File: src/rtl/acc_pkg.sv
// Shared accelerator package: bus widths, writeback FSM encoding and the
// 16-bit saturation helper used by the result writeback stage.
package acc_pkg;

    localparam int unsigned ACC_DATA_W         = 32;
    localparam int unsigned ACC_ADDR_W         = 13;
    localparam int unsigned OFMAP_BASE_DEFAULT = 6144;

    typedef enum logic [1:0] {
        IDLE  = 2'd0,
        RUN   = 2'd1,
        DRAIN = 2'd2,
        FIN   = 2'd3
    } wb_state_e;

    // Clamp a signed 32-bit value into the signed 16-bit range.
    function automatic logic signed [15:0] sat16(input logic signed [31:0] x);
        if (x > 32'sd32767) begin
            return 16'sh7fff;
        end else if (x < -32'sd32768) begin
            return 16'sh8000;
        end else begin
            return x[15:0];
        end
    endfunction

endpackage

File: src/rtl/ofmap_writeback_if.sv
// Result-stream and SRAM write-port bundle for the ofmap writeback stage.
//   din/din_valid  : convolution result stream into the writeback stage
//   sram_wr_ready  : write grant from the SRAM arbiter
//   sram_we/waddr/wdata : SRAM write port driven by the writeback stage
// master = writeback stage (drives the SRAM write port),
// slave  = surrounding fabric (drives results and the grant).
interface ofmap_writeback_if #(
    parameter int unsigned DATA_W = acc_pkg::ACC_DATA_W,
    parameter int unsigned ADDR_W = acc_pkg::ACC_ADDR_W
);
    logic [DATA_W-1:0] din;
    logic              din_valid;
    logic              sram_wr_ready;
    logic              sram_we;
    logic [ADDR_W-1:0] sram_waddr;
    logic [DATA_W-1:0] sram_wdata;

    modport master (
        input  din, din_valid, sram_wr_ready,
        output sram_we, sram_waddr, sram_wdata
    );

    modport slave (
        output din, din_valid, sram_wr_ready,
        input  sram_we, sram_waddr, sram_wdata
    );
endinterface

File: src/rtl/sync_fifo.sv
// Synchronous show-ahead FIFO; head always presents the oldest entry.
//   push/wdata : enqueue (accepted when not full, or when popping while full)
//   pop        : dequeue the head (ignored when empty)
//   head       : oldest entry, valid while !empty
//   full/empty : occupancy flags
module sync_fifo #(
    parameter int unsigned WIDTH = 32,
    parameter int unsigned DEPTH = 8
) (
    input  logic             clk,
    input  logic             rst,
    input  logic             push,
    input  logic [WIDTH-1:0] wdata,
    input  logic             pop,
    output logic [WIDTH-1:0] head,
    output logic             full,
    output logic             empty
);
    localparam int unsigned PTR_W = $clog2(DEPTH);

    logic [WIDTH-1:0] mem [DEPTH];
    logic [PTR_W-1:0] wptr;
    logic [PTR_W-1:0] rptr;
    logic [PTR_W:0]   cnt;
    logic             wr_en;
    logic             rd_en;

    // A push into a full FIFO still lands when the head leaves the same cycle.
    assign wr_en = push && (!full || pop);
    assign rd_en = pop && !empty;
    assign full  = (cnt == (PTR_W+1)'(DEPTH));
    assign empty = (cnt == '0);
    assign head  = mem[rptr];

    // Pointer and occupancy tracking.
    always_ff @(posedge clk) begin
        if (rst) begin
            wptr <= '0;
            rptr <= '0;
            cnt  <= '0;
        end else begin
            if (wr_en) wptr <= wptr + PTR_W'(1);
            if (rd_en) rptr <= rptr + PTR_W'(1);
            case ({wr_en, rd_en})
                2'b10:   cnt <= cnt + (PTR_W+1)'(1);
                2'b01:   cnt <= cnt - (PTR_W+1)'(1);
                default: cnt <= cnt;
            endcase
        end
    end

    // Storage array; contents are qualified by empty, so no reset needed.
    always_ff @(posedge clk) begin
        if (wr_en) mem[wptr] <= wdata;
    end
endmodule

File: src/rtl/ofmap_writeback.sv
// Ofmap writeback: requantises convolution results (shift, optional ReLU,
// 16-bit saturation), packs two per word and writes them to SRAM.
//   clk, rst        : clock, synchronous active-high reset
//   start, cfg_*    : job launch and configuration (latched in IDLE)
//   bus             : result stream in, SRAM write port out
//   busy, done      : job in progress / one-cycle completion pulse
//   overflow        : sticky, a packed word was dropped on a full FIFO
//   words_written   : words committed to SRAM in the current job
module ofmap_writeback
    import acc_pkg::*;
#(
    parameter int unsigned DATA_W     = ACC_DATA_W,
    parameter int unsigned ADDR_W     = ACC_ADDR_W,
    parameter int unsigned FIFO_DEPTH = 8
) (
    input  logic               clk,
    input  logic               rst,
    input  logic               start,
    input  logic [ADDR_W-1:0]  cfg_base,
    input  logic [ADDR_W-1:0]  cfg_count,
    input  logic [4:0]         cfg_shift,
    input  logic               cfg_relu,
    ofmap_writeback_if.master  bus,
    output logic               busy,
    output logic               done,
    output logic               overflow,
    output logic [ADDR_W-1:0]  words_written
);
    localparam logic [1:0] ST_IDLE  = 2'(IDLE);
    localparam logic [1:0] ST_RUN   = 2'(RUN);
    localparam logic [1:0] ST_DRAIN = 2'(DRAIN);
    localparam logic [1:0] ST_FIN   = 2'(FIN);

    logic [1:0]         state;
    logic [1:0]         next_state;
    logic [ADDR_W-1:0]  count_q;
    logic [4:0]         shift_q;
    logic               relu_q;
    logic [ADDR_W-1:0]  in_cnt;
    logic [ADDR_W-1:0]  waddr_q;
    logic               proc_valid;
    logic [15:0]        proc_data;
    logic               proc_odd;
    logic               proc_last;
    logic [15:0]        pack_lo;

    logic                     accept_c;
    logic                     last_in_c;
    logic signed [DATA_W-1:0] shifted;
    logic signed [DATA_W-1:0] clamped;
    logic [15:0]              proc_next;
    logic                     push_c;
    logic [DATA_W-1:0]        push_data;
    logic                     pop_c;
    logic [DATA_W-1:0]        fifo_head;
    logic                     fifo_full;
    logic                     fifo_empty;

    // Input acceptance and requantisation of the incoming result.
    assign accept_c  = (state == ST_RUN) && bus.din_valid && (in_cnt != count_q);
    assign last_in_c = (in_cnt == count_q - ADDR_W'(1));
    assign shifted   = $signed(bus.din) >>> shift_q;
    assign clamped   = (relu_q && shifted[DATA_W-1]) ? '0 : shifted;
    assign proc_next = sat16(32'(clamped));

    // Odd results complete a word; a trailing even result goes out alone.
    assign push_c    = proc_valid && (proc_odd || proc_last);
    assign push_data = proc_odd ? DATA_W'({proc_data, pack_lo})
                                : DATA_W'({16'h0000, proc_data});

    // Reset gates the strobe so no write escapes in the reset cycle.
    assign pop_c          = !fifo_empty && bus.sram_wr_ready && !rst;
    assign bus.sram_we    = pop_c;
    assign bus.sram_waddr = waddr_q;
    assign bus.sram_wdata = fifo_empty ? '0 : fifo_head;

    sync_fifo #(
        .WIDTH (DATA_W),
        .DEPTH (FIFO_DEPTH)
    ) u_fifo (
        .clk   (clk),
        .rst   (rst),
        .push  (push_c),
        .wdata (push_data),
        .pop   (pop_c),
        .head  (fifo_head),
        .full  (fifo_full),
        .empty (fifo_empty)
    );

    // Next-state logic.
    always_comb begin
        next_state = state;
        case (state)
            ST_IDLE:  if (start) next_state = (cfg_count == '0) ? ST_FIN : ST_RUN;
            ST_RUN:   if (accept_c && last_in_c) next_state = ST_DRAIN;
            ST_DRAIN: if (fifo_empty && !proc_valid) next_state = ST_FIN;
            ST_FIN:   next_state = ST_IDLE;
            default:  next_state = ST_IDLE;
        endcase
    end

    // State, datapath and status registers.
    always_ff @(posedge clk) begin
        if (rst) begin
            state         <= ST_IDLE;
            busy          <= 1'b0;
            done          <= 1'b0;
            overflow      <= 1'b0;
            words_written <= '0;
            count_q       <= '0;
            shift_q       <= '0;
            relu_q        <= 1'b0;
            in_cnt        <= '0;
            waddr_q       <= '0;
            proc_valid    <= 1'b0;
            proc_data     <= '0;
            proc_odd      <= 1'b0;
            proc_last     <= 1'b0;
            pack_lo       <= '0;
        end else begin
            state <= next_state;
            busy  <= (next_state == ST_RUN) || (next_state == ST_DRAIN);
            done  <= (next_state == ST_FIN);

            if (state == ST_IDLE && start) begin
                count_q       <= cfg_count;
                shift_q       <= cfg_shift;
                relu_q        <= cfg_relu;
                waddr_q       <= cfg_base;
                in_cnt        <= '0;
                words_written <= '0;
                overflow      <= 1'b0;
            end

            if (accept_c) begin
                in_cnt    <= in_cnt + ADDR_W'(1);
                proc_data <= proc_next;
                proc_odd  <= in_cnt[0];
                proc_last <= last_in_c;
            end
            proc_valid <= accept_c;

            if (proc_valid && !proc_odd) pack_lo <= proc_data;

            // Dropped word still counts toward completion via in_cnt.
            if (push_c && fifo_full && !pop_c) overflow <= 1'b1;

            if (pop_c) begin
                waddr_q       <= waddr_q + ADDR_W'(1);
                words_written <= words_written + ADDR_W'(1);
            end
        end
    end
endmodule

File: src/flat_wrapper.sv
// flat-port wrapper written by rule: the top's interface ports become plain ports
module ofmap_writeback_flat import acc_pkg::*;
#(
    parameter int unsigned DATA_W     = ACC_DATA_W,
    parameter int unsigned ADDR_W     = ACC_ADDR_W,
    parameter int unsigned FIFO_DEPTH = 8
)
  (clk, rst, start, cfg_base, cfg_count, cfg_shift, cfg_relu, busy, done, overflow, words_written, bus_din, bus_din_valid, bus_sram_wr_ready, bus_sram_we, bus_sram_waddr, bus_sram_wdata);
  ofmap_writeback_if #(.DATA_W(DATA_W), .ADDR_W(ADDR_W)) bus_i ();
  input  logic clk;
  input  logic rst;
  input  logic start;
  input  logic [ADDR_W-1:0] cfg_base;
  input  logic [ADDR_W-1:0] cfg_count;
  input  logic [4:0] cfg_shift;
  input  logic cfg_relu;
  output logic busy;
  output logic done;
  output logic overflow;
  output logic [ADDR_W-1:0] words_written;
  input wire logic [$bits(bus_i.din)-1:0] bus_din;
  input wire logic [$bits(bus_i.din_valid)-1:0] bus_din_valid;
  input wire logic [$bits(bus_i.sram_wr_ready)-1:0] bus_sram_wr_ready;
  output wire logic [$bits(bus_i.sram_we)-1:0] bus_sram_we;
  output wire logic [$bits(bus_i.sram_waddr)-1:0] bus_sram_waddr;
  output wire logic [$bits(bus_i.sram_wdata)-1:0] bus_sram_wdata;
  assign bus_i.din = bus_din;
  assign bus_i.din_valid = bus_din_valid;
  assign bus_i.sram_wr_ready = bus_sram_wr_ready;
  assign bus_sram_we = bus_i.sram_we;
  assign bus_sram_waddr = bus_i.sram_waddr;
  assign bus_sram_wdata = bus_i.sram_wdata;
  ofmap_writeback #(.DATA_W(DATA_W), .ADDR_W(ADDR_W), .FIFO_DEPTH(FIFO_DEPTH)) u_core (.clk(clk), .rst(rst), .start(start), .cfg_base(cfg_base), .cfg_count(cfg_count), .cfg_shift(cfg_shift), .cfg_relu(cfg_relu), .bus(bus_i), .busy(busy), .done(done), .overflow(overflow), .words_written(words_written));
endmodule
File: config.mk
export PLATFORM = sky130hd
export DESIGN_NAME = ofmap_writeback_flat
export DESIGN_NICKNAME = d
export VERILOG_FILES = /design/src/rtl/acc_pkg.sv /design/src/rtl/ofmap_writeback_if.sv /design/src/rtl/sync_fifo.sv /design/src/rtl/ofmap_writeback.sv /design/src/flat_wrapper.sv
export SDC_FILE = /design/constraint.sdc
export NUM_CORES = 1
export LEC_CHECK = 0
export ABC_AREA = 1
export CORE_MARGIN = 10
export CORE_UTILIZATION = 46
export CTS_BUF_LIST = sky130_fd_sc_hd__clkbuf_4 sky130_fd_sc_hd__clkbuf_8
export CTS_CLUSTER_SIZE = 25
export DETAILED_ROUTE_END_ITERATION = 16
export PLACE_DENSITY_LB_ADDON = 0.12
export SYNTH_ARGS = -nofsm -noshare
export SYNTH_HDL_FRONTEND = slang
export SYNTH_SLANG_ARGS = --single-unit
File: constraint.sdc
create_clock -name clk -period 9 [get_ports clk]
set_input_delay 2.25 -clock clk [delete_from_list [all_inputs] [get_ports clk]]
set_output_delay 2.25 -clock clk [all_outputs]
set_load 0.02 [all_outputs]
=== Word-level counts from Yosys, hierarchy flattened ===
Memories as Yosys holds them, arrays and structs flattened. A register that Yosys moved wholly into a read port is not among the register bits.
Cells that the tools add are included.
W data, S select, Z words.

* Add/sub/neg operators: 8
* $lt $le $gt $ge: 2
* Eq/ne operators: 11
* Shift-type cells: 1
* Multiplexer cells: 22
* Reductions and logical operators: 30

{| class="wikitable"
|+ Operators with widths
! operator !! number
|-
| $mux W32 || 3
|-
| $mux W13 || 5
|-
| $add A13 B1 Y13 const B || 3
|-
| $gt A32 B16 Y1 const B || 1
|-
| $lt A32 B16 Y1 const B || 1
|-
| $mux W16 || 2
|-
| $sshr A32 B5 Y32 || 1
|-
| $logic_and A1 B1 Y1 || 14
|-
| $eq A13 B13 Y1 || 1
|-
| $logic_not A13 Y1 || 1
|-
| $ne A13 B13 Y1 || 1
|-
| $sub A13 B1 Y13 const B || 1
|-
| $eq A2 B2 Y1 const B || 5
|-
| $mux W2 || 4
|-
| $pmux W2 S4 || 1
|-
| $pmux W4 S2 || 1
|-
| $reduce_bool A2 Y1 || 4
|-
| $add A3 B1 Y3 const B || 2
|-
| $eq A2 B1 Y1 const B || 3
|-
| $logic_not A1 Y1 || 6
|-
| $mux W3 || 2
|-
| $add A4 B1 Y4 const B || 1
|-
| $eq A4 B4 Y1 const B || 1
|-
| $logic_not A4 Y1 || 1
|-
| other kinds (4) || 9
|}

* Register bits: 108
* RAM bits: 256
* Bits of input ports: 69
* Word-level logic and storage cells: 93
* Memories: 1

{| class="wikitable"
|+ Memory list
! name !! words !! bits a word !! rd ports !! clocked after memory_dff !! write ports !! RTL line !! RTL
|-
| u_core.u_fifo.mem || 8 || 32 || 1 || 1 || 1 || sync_fifo.sv:21 || <nowiki>logic [WIDTH-1:0] mem [DEPTH];</nowiki>
|}

=== Longest topological paths before layout ===
* Depth after elaboration: 8
* Gate-level depth with buffers: 18
* Mapped depth without buffers: 17

=== By module ===
A second synthesis with hierarchy kept.

* Cells, all modules: 2014
* Area, all modules: 17794.6 µm²

{| class="wikitable"
|+ Modules (own cells, without submodules)
! module !! times used !! cells an instance !! area each (µm²) !! seq. area each (µm²)
|-
| sync_fifo || 1 || 817 || 10626.4 || 7947.6
|-
| ofmap_writeback || 1 || 1197 || 7168.1 || 1961.9
|}

=== Worst setup path before layout ===
OpenSTA, ideal clock, no wires.

* Kind: input to output
* Start: in rst
* End: out bus_sram_we
* Data arrival time: 3.021 ns
* Data required time: 6.750 ns
* Setup slack: 3.729 ns
* Stages: 3
* Path buffers: 2
* Path through: clkbuf_1 > clkbuf_1 > nor2_1

* Cells in the longest elaborated chain, start to end: 2

{| class="wikitable"
|+ RTL lines
! item !! RTL line !! RTL
|-
| start: declaration || flat_wrapper.sv:11 || <nowiki>input logic rst;</nowiki>
|-
| $logic_not A1 Y1 || ofmap_writeback.sv:72 || <nowiki>assign pop_c = !fifo_empty && bus.sram_wr_ready && !rst;</nowiki>
|-
| $logic_and A1 B1 Y1 || ofmap_writeback.sv:72 ||
|-
| end: declaration || flat_wrapper.sv:24 || <nowiki>output wire logic [$bits(bus_i.sram_we)-1:0] bus_sram_we;</nowiki>
|}

No other way between the ends.

==> summary.txt <==
Clock network
  • Root Buffer: clkbuf_8
  • Hold Buf Count CTS: 0
  • TritonCTS clock tree: yes
  • TritonCTS Sinks: 367
  • CTS Buf Count: 59
  • Maximum root-to-sink buffer count: 3
  • Post-CTS setup buffers: 0
  • H-tree depth: 2
  • Worst-Skew Late Latency: 630 ps
  • Worst-path clk slew: 60 ps
  • Post-cts resize count: 0

Min path
  • Worst hold path type: flip-flop to flip-flop
  • Worst hold path startpoint: u_core.pack_lo[3]

Synth
  • Simple-gate share of the synthesized area: 17.5%
  • Syn_area_per_cell: 8.98 µm²
  • Synth Flop Type: edfxtp_1
  • Ys async rst share: 0%
  • Post-Syn Area: 0.0171 mm²
  • Register area share after synthesis: 58.1%
  • Mux share of post-synthesis cell area: 0.0587%
  • Adder-cell share of the synthesized area: 0.851%
  • Yosys cell types: 45
  • Post-Synth XOR/XNOR Area: 1.59%
  • Cells after Synth: 1900
  • Syn. warnings: 0
  • EDFF count, synth: 256
  • Register bit count reported by yosys: 367
  • Compound-Gate Fraction of Synth Area: 16.3%
  • Largest family of logic cells by synthesized area: simple AND/OR/NAND/NOR gates
  • Syn_nets: 1980

STA
  • Fin Setup TNS: 0 ps
  • Final min period: 6310 ps
  • Setup-failing EPs final: 0
  • Final worst path period share: 70.1%
  • Max-slew violation count: 0
  • Slew headroom: 25.7%
  • Skew final: 18.3 ps
  • Fmax: 0.159 GHz
  • Final Hold Viols: 0
  • Slew @ Worst Pin: 1110 ps
  • Unrepaired setup endpoints after global routing: no

Global routing
  • Grt met2 use: 32.8%
  • GR Util met1: 24.7%
  • GRT overflow: 0
  • Largest net degree at the start of global routing: 83
  • Vias in the first global route: 13100
  • First-pass GRT wire length: 69700 µm
  • Total track usage: 19.1%
  • Initial antenna violation count: 0
  • Met3 GRT Util: 3.11%
  • Busiest layer in global routing: met2

Critical path
  • Worst path bufs/invs: 4
  • Delay-heaviest family, CP: buffers and inverters
  • Critical path's slowest cell: clkdlybuf4s50_1
  • WS Path Type: flip-flop to output pin
  • Most frequent CP cell: buf_4
  • Peak fanout along the critical path: 65
  • WP data required: 6750 ps
  • Worst r2r src: u_core.u_fifo.cnt[1]
  • WP data arrival: 4060 ps
  • CP Cell Sequence: buf_4 -> clkinv_1 -> buf_4 -> nor2_1 -> o21ai_0 -> a31oi_1 -> clkdlybuf4s50_1
  • Crit end category: output pin
  • Crit-path max cell delay: 690 ps
  • Critical path startpoint category: flip-flop

Die
  • Die width: 213 µm
  • I/O pin cnt: 131
  • Starting Density: 46.6%
  • Row count: 70
  • Die Ht: 213 µm
  • Die area: 0.0452 mm²
  • Core ar.: 0.0366 mm²

Pwr
  • Max IR drop VDD: 138 µV
  • Share of power burned in registers: 47.9%
  • Clock Power Share: 37.5%
  • Combinational Power Share: 14.6%
  • Sw frac: 27.0%
  • Lkg Pwr: 7.46 nW
  • Pint: 2.86 mW
  • Pwr/cell area: 197 mW/mm²
  • Tot Pwr: 3.92 mW
  • Switch Pwr: 1.06 mW

Layout
  • Nets: 2080
  • Layout area overhead: 16.6%
  • Layout cells sized above 1: 7.32%
  • Multi-input gate area: 0.00624 mm²
  • Fill cells: 3350
  • Register Area: 0.00991 mm²
  • Ant diodes: 0

Routing
  • Post-route ant nets: 0
  • Routed WL per cell: 17.4 µm
  • Routed via count: 13600
  • DRT iter0 DRCs: 755
  • Via density: 5.39
  • Drt drc: 0
  • Routed wire length: 43800 µm
  • Pre-Repair DR Iteration Count: 5

Outcome
  • Outcome: complete, no violations

Placement
  • IO Port Bufs: 130
  • Global placer's final weighted congestion: 0.875
  • Detailed placer's ending HPWL: 27500 µm

Job
  • Max Cap Viol: 0
layer usage:
metal  wire length [µm]  share of wire (%)  up-vias
met5                  0                  0        -
met4                701                1.6        0
met3               2120                4.8       69
met2              21300                 49      321
met1              19700                 45     6382
li1                   -                  -     6799
per-stage QoR:
stage | cell area (µm²) | utilization, % | hold WS [ps] | setup WS [ps] | std cells
6_report | 19900 | 54.3 | 447 | 2690 | 2517
5_1_grt | 19900 | 54.3 | 463 | 2380 | 2517
4_1_cts | 19900 | 54.3 | 451 | 2610 | 2517
3_5_place_dp | 18700 | 51.0 | 442 | 2960 | 2407
3_3_place_gp | 18700 | 51.0 | 434 | 2950 | 2407
2_1_floorplan | 17100 | - | 424 | 3730 | 1900
worst reg2reg max path: cells and delay by family (launching register included):
family                 cells  cell delay [ps]
AND/OR/NAND/NOR            7             1400
buffers and inverters      5             1020
AO/OA/AOI/OAI              1              310
flip-flops                 1              380
layout by cell type, fill, tap and decap left out, drive strengths merged, types with 19 or more instances in the layout:
master and instances:
a21oi 106, a31oi 43, buf 19, clkbuf 90, clkdlybuf4s50 130, dfxtp 111, edfxtp 256, inv 129
nand2 299, nand3 109, nor2 291, o21ai 303, o22ai 34, xor2 19
final cells by class:
cell class | instances | share of cell area, %
sequential | 367 | 49.8
clock inverter | 20 | 0.792
tap | 468 | 2.94
clock buffer | 90 | 5.41
inverter | 128 | 2.41
multi-input combinational | 1295 | 31.4
timing repair buffer | 149 | 7.26
registers in the layout, summed over array words and instances, names as in the netlist, named ones only:
signal	cells
u_core.done	1
u_core.count_q	13
u_core.overflow	1
u_core.u_fifo.wptr	3
u_core.busy	1
u_core.proc_valid	1
u_core.pack_lo	16
u_core.shift_q	5
u_core.u_fifo.rptr	3
u_core.words_written	13
u_core.u_fifo.mem	256
u_core.proc_data	16
u_core.in_cnt	13
u_core.bus.sram_waddr	13
u_core.state	2
u_core.proc_last	1
u_core.u_fifo.cnt	4
u_core.relu_q	1
u_core.proc_odd	1
final timing paths:
kind,to,slack [ps],cells after the start
worst max register to register,u_core.u_fifo.mem[3][19],5550,13
worst min-delay path,u_core.pack_lo[3],450,2
worst max-delay path,bus_sram_wdata[31],2690,7
worst min register to register,u_core.pack_lo[3],450,2
synth_stat cells, types with 4 or more instances:
master,n,area share [%]
o21ai_0,302,8.9
nand2_1,297,6.5
nor2_1,289,6.4
edfxtp_1,256,45
inv_1,120,2.6
dfxtp_1,111,13
nand3_1,109,3.2
a21oi_1,105,3.1
clkbuf_1,83,1.8
a31oi_1,43,1.6
o22ai_1,34,1.2
xor2_1,19,0.98
nor3_1,17,0.50
xnor2_1,12,0.62
a211oi_1,10,0.44
buf_2,10,0.29
ha_1,10,0.73
buf_1,9,0.20
nand4_1,6,0.22
buf_6,5,0.33
inv_2,5,0.11
nor4_1,5,0.18
or2_2,5,0.18
a221oi_1,4,0.21
power by group through the flow:
stage	registers (mW)	logic, mW	clock network (mW)
floorplan	1.89	0.401	0
global placement	1.91	0.567	0
detailed placement	1.91	0.573	0
CTS	1.88	0.576	1.50
global route	1.88	0.647	1.58
finish	1.88	0.572	1.47
logic make-up after synthesis:
kind of cell | Yosys count
buffers and inverters | 238
adder cells (fa/ha/maj) | 11
AO/OA/AOI/OAI | 516
flip-flops | 367
multiplexers | 1
AND/OR/NAND/NOR | 736
XOR/XNOR | 31
Note: power is estimated with default switching activity, not from simulation.
